File: config.mk
export PLATFORM = sky130hd
export DESIGN_NAME = hs_pipe
export DESIGN_NICKNAME = d
export VERILOG_FILES = /design/src/rtl/hs_pkg.sv /design/src/rtl/hs_skid_slice.sv /design/src/rtl/hs_pipe.sv
export SDC_FILE = /design/constraint.sdc
export NUM_CORES = 1
export LEC_CHECK = 0
export ABC_AREA = 1
export CORE_ASPECT_RATIO = 2
export CORE_UTILIZATION = 40
export DETAILED_ROUTE_END_ITERATION = 8
export DONT_BUFFER_PORTS = 1
export PLACE_DENSITY_LB_ADDON = 0.12
export SKIP_LAST_GASP = 1
export SLEW_MARGIN = 20
export SYNTH_ARGS = -nofsm -noshare
export SYNTH_HDL_FRONTEND = slang
export SYNTH_SLANG_ARGS = --single-unit
File: constraint.sdc
create_clock -name clk -period 1.7 [get_ports clk]
set_clock_uncertainty 0.05 [all_clocks]
set_input_delay 0.425 -clock clk [delete_from_list [all_inputs] [get_ports clk]]
set_output_delay 0.425 -clock clk [all_outputs]
set_load 0.005 [all_outputs]
File: src/rtl/hs_pkg.sv
// Shared helpers for the hs_pipe valid/ready register pipeline.
package hs_pkg;

  // Occupancy counter width for a chain of `stages` two-entry skid slices.
  function automatic int hs_cnt_w(input int stages);
    return $clog2(2 * stages + 1);
  endfunction

endpackage

File: src/rtl/hs_skid_slice.sv
// One skid-buffer slice: a main output register plus a skid register.
// in_ready comes straight from the skid flag, so it never depends on out_ready in the same cycle.
module hs_skid_slice import hs_pkg::*; #(
  parameter int DATA_W = 7
) (
  input  logic              clk,
  input  logic              rst,
  input  logic              flush,
  input  logic [DATA_W-1:0] in_data,
  input  logic              in_valid,
  output logic              in_ready,
  output logic [DATA_W-1:0] out_data,
  output logic              out_valid,
  input  logic              out_ready
);

  logic [DATA_W-1:0] main_data, skid_data;
  logic              main_valid, skid_valid;

  // NOTE: sequential state uses non-blocking assignments only, so every
  // register samples the values from before the edge regardless of order.
  always_ff @(posedge clk or negedge rst) begin
    if (!rst) begin
      main_data  <= '0;
      skid_data  <= '0;
      main_valid <= 1'b0;
      skid_valid <= 1'b0;
    end else if (flush) begin
      // NOTE: flush clears only the valid flags; the data registers keep
      // their contents because nothing can observe them while invalid.
      main_valid <= 1'b0;
      skid_valid <= 1'b0;
    end else if (!main_valid || out_ready) begin
      // Main register is free this edge: refill from skid first to keep FIFO order.
      if (skid_valid) begin
        main_data  <= skid_data;
        main_valid <= 1'b1;
        skid_valid <= 1'b0;
      end else begin
        main_valid <= in_valid;
        if (in_valid) main_data <= in_data;
      end
    end else if (in_valid && !skid_valid) begin
      skid_data  <= in_data;
      skid_valid <= 1'b1;
    end
  end

  assign in_ready  = !skid_valid;
  assign out_valid = main_valid;
  assign out_data  = main_data;

endmodule

File: src/rtl/hs_pipe.sv
// Valid/ready pipeline of STAGES skid slices with occupancy count and synchronous flush.
module hs_pipe import hs_pkg::*; #(
  parameter  int DATA_W = 7,
  parameter  int STAGES = 2,
  localparam int CNT_W  = hs_cnt_w(STAGES)
) (
  input  logic              clk,
  input  logic              rst,
  input  logic              flush,
  input  logic [DATA_W-1:0] s_data,
  input  logic              s_valid,
  output logic              s_ready,
  output logic [DATA_W-1:0] m_data,
  output logic              m_valid,
  input  logic              m_ready,
  output logic [CNT_W-1:0]  occupancy
);

  localparam logic [CNT_W-1:0] MAX_OCC = CNT_W'(2 * STAGES);

  // Index i is the boundary feeding slice i; index STAGES is the pipeline output.
  logic [DATA_W-1:0] chain_data  [STAGES+1];
  logic              chain_valid [STAGES+1];
  logic              chain_ready [STAGES+1];

  assign chain_data[0]       = s_data;
  assign chain_valid[0]      = s_valid;
  assign chain_ready[STAGES] = m_ready && !flush;

  for (genvar i = 0; i < STAGES; i++) begin : g_slice
    hs_skid_slice #(.DATA_W(DATA_W)) u_slice (
      .clk       (clk),
      .rst       (rst),
      .flush     (flush),
      .in_data   (chain_data[i]),
      .in_valid  (chain_valid[i]),
      .in_ready  (chain_ready[i]),
      .out_data  (chain_data[i+1]),
      .out_valid (chain_valid[i+1]),
      .out_ready (chain_ready[i+1])
    );
  end

  // Flush blocks both boundaries in its own cycle so no word crosses while being discarded.
  assign s_ready = chain_ready[0] && !flush;
  assign m_valid = chain_valid[STAGES] && !flush;
  assign m_data  = chain_data[STAGES];

  logic in_fire, out_fire;
  assign in_fire  = s_valid && s_ready;
  assign out_fire = m_valid && m_ready;

  always_ff @(posedge clk or negedge rst) begin
    if (!rst) begin
      occupancy <= '0;
    end else if (flush) begin
      occupancy <= '0;
    end else if (in_fire && !out_fire) begin
      occupancy <= occupancy + CNT_W'(1);
    end else if (out_fire && !in_fire) begin
      occupancy <= occupancy - CNT_W'(1);
    end
  end

  a_occ_bound: assert property (@(posedge clk) disable iff (!rst) occupancy <= MAX_OCC);

endmodule

### After elaboration in Yosys (flattened, before gate mapping)

Cells that the tools add are included.

* register bits: 35
* bits of input ports: 12
* output and inout bits: 12
* logic and storage cells: 62

* add/subtract/negate cells: 2
* multiplexer cells: 19
* bitwise logic cells: 3
* reduce and logical (&&, ||, !) cells: 29

Operators with widths (count)
* $mux W7: 4
* $mux W1: 12
* $reduce_and A3 Y1: 4
* $logic_and A1 B1 Y1: 9
* $mux W3: 3
* $reduce_bool A3 Y1: 3
* $reduce_bool A2 Y1: 4
* $logic_not A1 Y1: 7
* $add A3 B1 Y3 const B: 1
* $not A1 Y1: 3
* $sub A3 B1 Y3 const B: 1
* $logic_or A1 B1 Y1: 2

### Depth between registers and ports, before layout

Gate-level depths: netlist of run 1.

* depth after elaboration: 8
* mapped depth: 14
* mapped depth without buffers: 14

### Hierarchy

A second synthesis of run 1 with hierarchy kept.

* cell total of the unflattened synthesis: 230
* area, all modules: 1836.8 um^2

Modules (own cells, without submodules)
* hs_skid_slice: times used 2, cells an instance 97, area an instance 789.5 um^2, sequential area each 400.4 um^2
* hs_pipe: times used 1, cells an instance 36, area an instance 257.7 um^2, sequential area each 75.1 um^2

### Least setup slack after synthesis of run 1

No wires, ideal clock.

* path kind: in2reg
* start: in flush
* end: reg occupancy[2]
* library setup time: 117 ps
* arrival time: 1653 ps
* required time: 1533 ps
* setup slack: -120 ps
* stages: 14
* path buffers: 1
* path through: buf_6 inv_2 nand3_1 nand2_1 inv_1 fa_1 inv_1 nand2_1 nand2_1 inv_1 nand2_1 nand2_1 nand2_1 nand2_1

* longest elaborated chain between the ends: 7
* elaborated cells between the ends (all ways): 12
* those cells by class: 2 x mux; 10 x reduce/logical

RTL lines
* from (decl): line hs_pipe.sv:9 `input logic flush,`
* $logic_not A1 Y1: line hs_pipe.sv:45, hs_pipe.sv:46
* $logic_and A1 B1 Y1: line hs_pipe.sv:46 `assign m_valid = chain_valid[STAGES] && !flush;`
* $logic_and A1 B1 Y1: line hs_pipe.sv:51 `assign out_fire = m_valid && m_ready;`
* $logic_not A1 Y1: line hs_pipe.sv:58 `end else if (in_fire && !out_fire) begin`
* $logic_and A1 B1 Y1: line hs_pipe.sv:58
* $mux W3: line hs_pipe.sv:58
* $mux W3: line hs_pipe.sv:56 `end else if (flush) begin`
* to (signal assigned): line hs_pipe.sv:59 `occupancy <= occupancy + CNT_W'(1);`
* to (signal assigned): line hs_pipe.sv:61 `occupancy <= occupancy - CNT_W'(1);`
* to (decl): line hs_pipe.sv:16 `output logic [CNT_W-1:0] occupancy`

Several ways; a longest one is shown, not always the timed one.
A chain may end at the register's enable or synchronous reset.

### Worst setup path in the final report of run 1

* start: reg g_slice[0].u_slice.skid_valid
* end: reg occupancy[2]

* longest elaborated chain between the ends: 6
* elaborated cells between the ends (all ways): 9
* those cells by class: 2 x mux; 7 x reduce/logical

RTL lines
* from (decl): line hs_skid_slice.sv:18 `logic main_valid, skid_valid;`
* from (signal assigned): line hs_skid_slice.sv:27 `skid_valid <= 1'b0;`
* from (signal assigned): line hs_skid_slice.sv:32 `skid_valid <= 1'b0;`
* from (signal assigned): line hs_skid_slice.sv:38 `skid_valid <= 1'b0;`
* $logic_not A1 Y1 *: line hs_skid_slice.sv:49 `assign in_ready = !skid_valid;`
* $logic_and A1 B1 Y1 *: line hs_pipe.sv:45 `assign s_ready = chain_ready[0] && !flush;`
* $logic_and A1 B1 Y1 *: line hs_pipe.sv:50 `assign in_fire = s_valid && s_ready;`
* $logic_and A1 B1 Y1 / $logic_not A1 Y1 (equally long branches): line hs_pipe.sv:58, hs_pipe.sv:60
* $mux W3 / $logic_and A1 B1 Y1 (equally long branches): line hs_pipe.sv:58, hs_pipe.sv:60
* $mux W3 / $reduce_bool A3 Y1 (equally long branches)

Mark *: on every way between the ends. The rest lies on a longest branch, timed or not.

==> out/qor.csv, run 1 <==
metric,value,unit
share of layout cells above drive strength 1,0.207,
Die Span Y,95.0,um
Arrival @ worst endpoint,1.73,ns
DR WL/cell,11.7,um
"FFs w/ async S/R, synth",1.00,
I/O Pins,24,
crit start category,register,
Residual DRC,0,
sequential area share after synthesis,0.507,
ys flop type,dfrtp_1,
Avg Inst Size Synth,8.77,um2
n_diodes,0,
crit path capture type,register,
number of synthesized register bits,35,
Layout area overhead,8.40,%
crit path time final,1.60,ns
Yosys warnings,0,
RSZ-0062 raised after global routing,true,
"EDFF count, synth",0,
die area,4600,um2
final hold viol count,0,
1st-iter DRT viols,22,
Final WS setup,0.0990,ns
cell taking the most area after synthesis,dfrtp_1,
Syn Nets,210,
antenna violations before repair,0,
ranking of synthesized cells by area,"dfrtp_1, nand2_1, o21ai_2",
first-pass GRT wire length,5.08,mm
Final setup violation count,0,
"non-filler cells, final",250,
"Worst Path Class, Setup",reg -> reg,
Post-Place Cells,240,
cell-by-cell trace of the critical path,"inv_2, nand2_2, nor2_2, nand2_2, inv_1, fa_2, inv_1, nand2_1, nand2_2, inv_1, nand2_1, nand2_1, nand2_1, nand2_1",
core area,4130,um2
Top delay family on crit path,simple AND/OR/NAND/NOR gates,
vias in the first global route,1186,
via/cell ratio,4.81,
detailed-route via count,1203,
most common cell in the synthesized netlist,nand2_1,
Final ANT Viol Nets,0,
cts bufs inserted,5,
Port Buf Inserts,0,
Starting Density,0.418,
Leakage Power,0.955,nW
status,completed,
largest net degree at the start of global routing,36,
H-Tree Level Count,2,
dpl ws,0.0757,ns
P per Cell Area,995,nW/um2
dpl cell area,1740,um2
Final nets,211,
Crit path top cell by count,nand2_1,
"wirelength, routed",2.93,mm
post-synth top area share,0.507,
Cell variety after synth,20,
row cnt,33,
synth cell count leaders,"nand2_1, dfrtp_1, inv_1, o21ai_0, o21ai_2",
Tcrit/Tclk final,0.942,
delay of the slowest critical-path stage,0.38,ns
GRT Util Overall,0.145,
DP HPWL,2.10,mm
Setup TNS,0,ns
worst-margin pin slew,0.288,ns
design area,1870,um2
Slew headroom,0.807,
critical-path cell with the highest stage delay,dfrtp_1,
Mapped Cells,197,
Worst Hold Class,in -> reg,
overall die width,48.5,um
max-cap violations,0,
Root Buffer,clkbuf_8,
Worst EP required,1.83,ns
GRT overflow,0,
peak supply drop,0.604,mV
CTS tree,yes,
Worst Path Buf+Inv,4,
Max Buffers Root-to-Sink,2,
Clock transition at path regs,0.07,ns
CTS Sinks,35,
Critical Path Fanout Max,3,
Fmax achieved,625,MHz
Pins Over Slew Limit,0,
clk_lat worst skew,0.29,ns
synthesized area,1730,um2
Initial DRT Pass Iterations,4,
gpl congestion,0.789,
[cell type report]
class                      instances  area (um2)
clock buffer                       6        82.6
multi-input combinational        122         669
fill                             416        2260
timing repair buffer               8        75.1
clock inverter                     1        5.00
tap                               52        65.1
inverter                          26         100
sequential                        35         876
[routing by layer]
metal | part of all wire | vias to the layer above | track usage | routed length [um]
met3 | 0.034 | 5 | 0.0386 | 100
met1 | 0.41 | 551 | 0.149 | 1210
li1 | - | 624 | - | -
met2 | 0.54 | 23 | 0.269 | 1570
met5 | 0 | - | 0 | 0
met4 | 0.019 | 0 | 0.0711 | 56
[placed cells by master (no fill, tap or decap)]
master,count
a21oi_1,1
buf_12,1
buf_4,6
clkbuf_8,6
clkinv_2,1
dfrtp_1,35
dlygate4sd3_1,1
fa_2,1
inv_1,24
inv_2,1
inv_4,1
nand2_1,61
nand2_2,3
nand3_1,3
nand3_2,1
nand3b_4,1
nand4_1,2
nor2_1,6
nor2_2,1
nor2_4,2
nor3_4,1
o211ai_1,7
o21ai_0,16
o21ai_1,1
o21ai_2,15
[where the power goes]
group / switching, mW / total [mW] / internal, mW
combinational: 0.158 / 0.256 / 0.0981
clock: 0.286 / 0.604 / 0.317
sequential: 0.0621 / 1.00 / 0.942
total: 0.506 / 1.86 / 1.36
[path summary, 6_finish.rpt]
path	to	slack [ns]	cells after the start	from
max	occupancy[2]$_DFFE_PN0P_	0.1	14	g_slice[0].u_slice.skid_valid$_DFFE_PN0P_
min	g_slice[0].u_slice.out_valid$_DFFE_PN0N_	0.19	1	flush
max reg2reg	occupancy[2]$_DFFE_PN0P_	0.1	14	g_slice[0].u_slice.skid_valid$_DFFE_PN0P_
min reg2reg	g_slice[0].u_slice.skid_data[4]$_DFFE_PN0P_	0.43	2	g_slice[0].u_slice.skid_data[4]$_DFFE_PN0P_
max in group asynchronous	g_slice[0].u_slice.skid_valid$_DFFE_PN0P_	0.89	2	rst
min in group asynchronous	g_slice[1].u_slice.out_data[3]$_DFFE_PN0P_	0.53	2	rst
[stage by stage]
stage	hold slack (ns)	power, mW	util
global route	0.180	1.98	0.454
global placement	0.0801	1.23	0.422
finish	0.195	1.86	0.454
CTS	0.188	1.89	0.450
detailed placement	0.0802	1.25	0.422
floorplan	0.0794	1.25	-
[cells by family (layout without fill, tap and decap cells)]
kind of cell    after synthesis  in the layout  share of synthesized area
simple gates                 81             81                      0.207
compound gates               40             40                      0.159
buf+inv                      40             41                      0.116
flops                        35             35                      0.507
fa+ha+maj                     1              1                     0.0116
[state kept, by name (all words and copies together), names as in the netlist]
| register | flops |
|---|---|
| occupancy | 3 |
| g_slice.u_slice.out_data | 14 |
| g_slice.u_slice.skid_data | 14 |
| g_slice.u_slice.skid_valid | 2 |
| g_slice.u_slice.out_valid | 2 |
[repair_timing]
action | 4_1_cts | 5_1_grt
gates resized for setup | 0 | 3
setup buffers | 0 | 1
endpoints found under the hold margin | 35 | 0
hold buffers | 2 | 0
endpoints found under the setup margin | 0 | 2
Note: power is estimated with default switching activity, not from simulation.
==> run 2: changes to the inputs <==
--- a/config.mk
+++ b/config.mk
@@ -10,6 +10,7 @@
 export CORE_UTILIZATION = 40
 export DETAILED_ROUTE_END_ITERATION = 8
 export DONT_BUFFER_PORTS = 1
+export HOLD_SLACK_MARGIN = 0.03
 export PLACE_DENSITY_LB_ADDON = 0.12
 export SKIP_LAST_GASP = 1
 export SLEW_MARGIN = 20
==> results of run 2 <==
Final layout, timing and power as in run 1 (identical DEF).
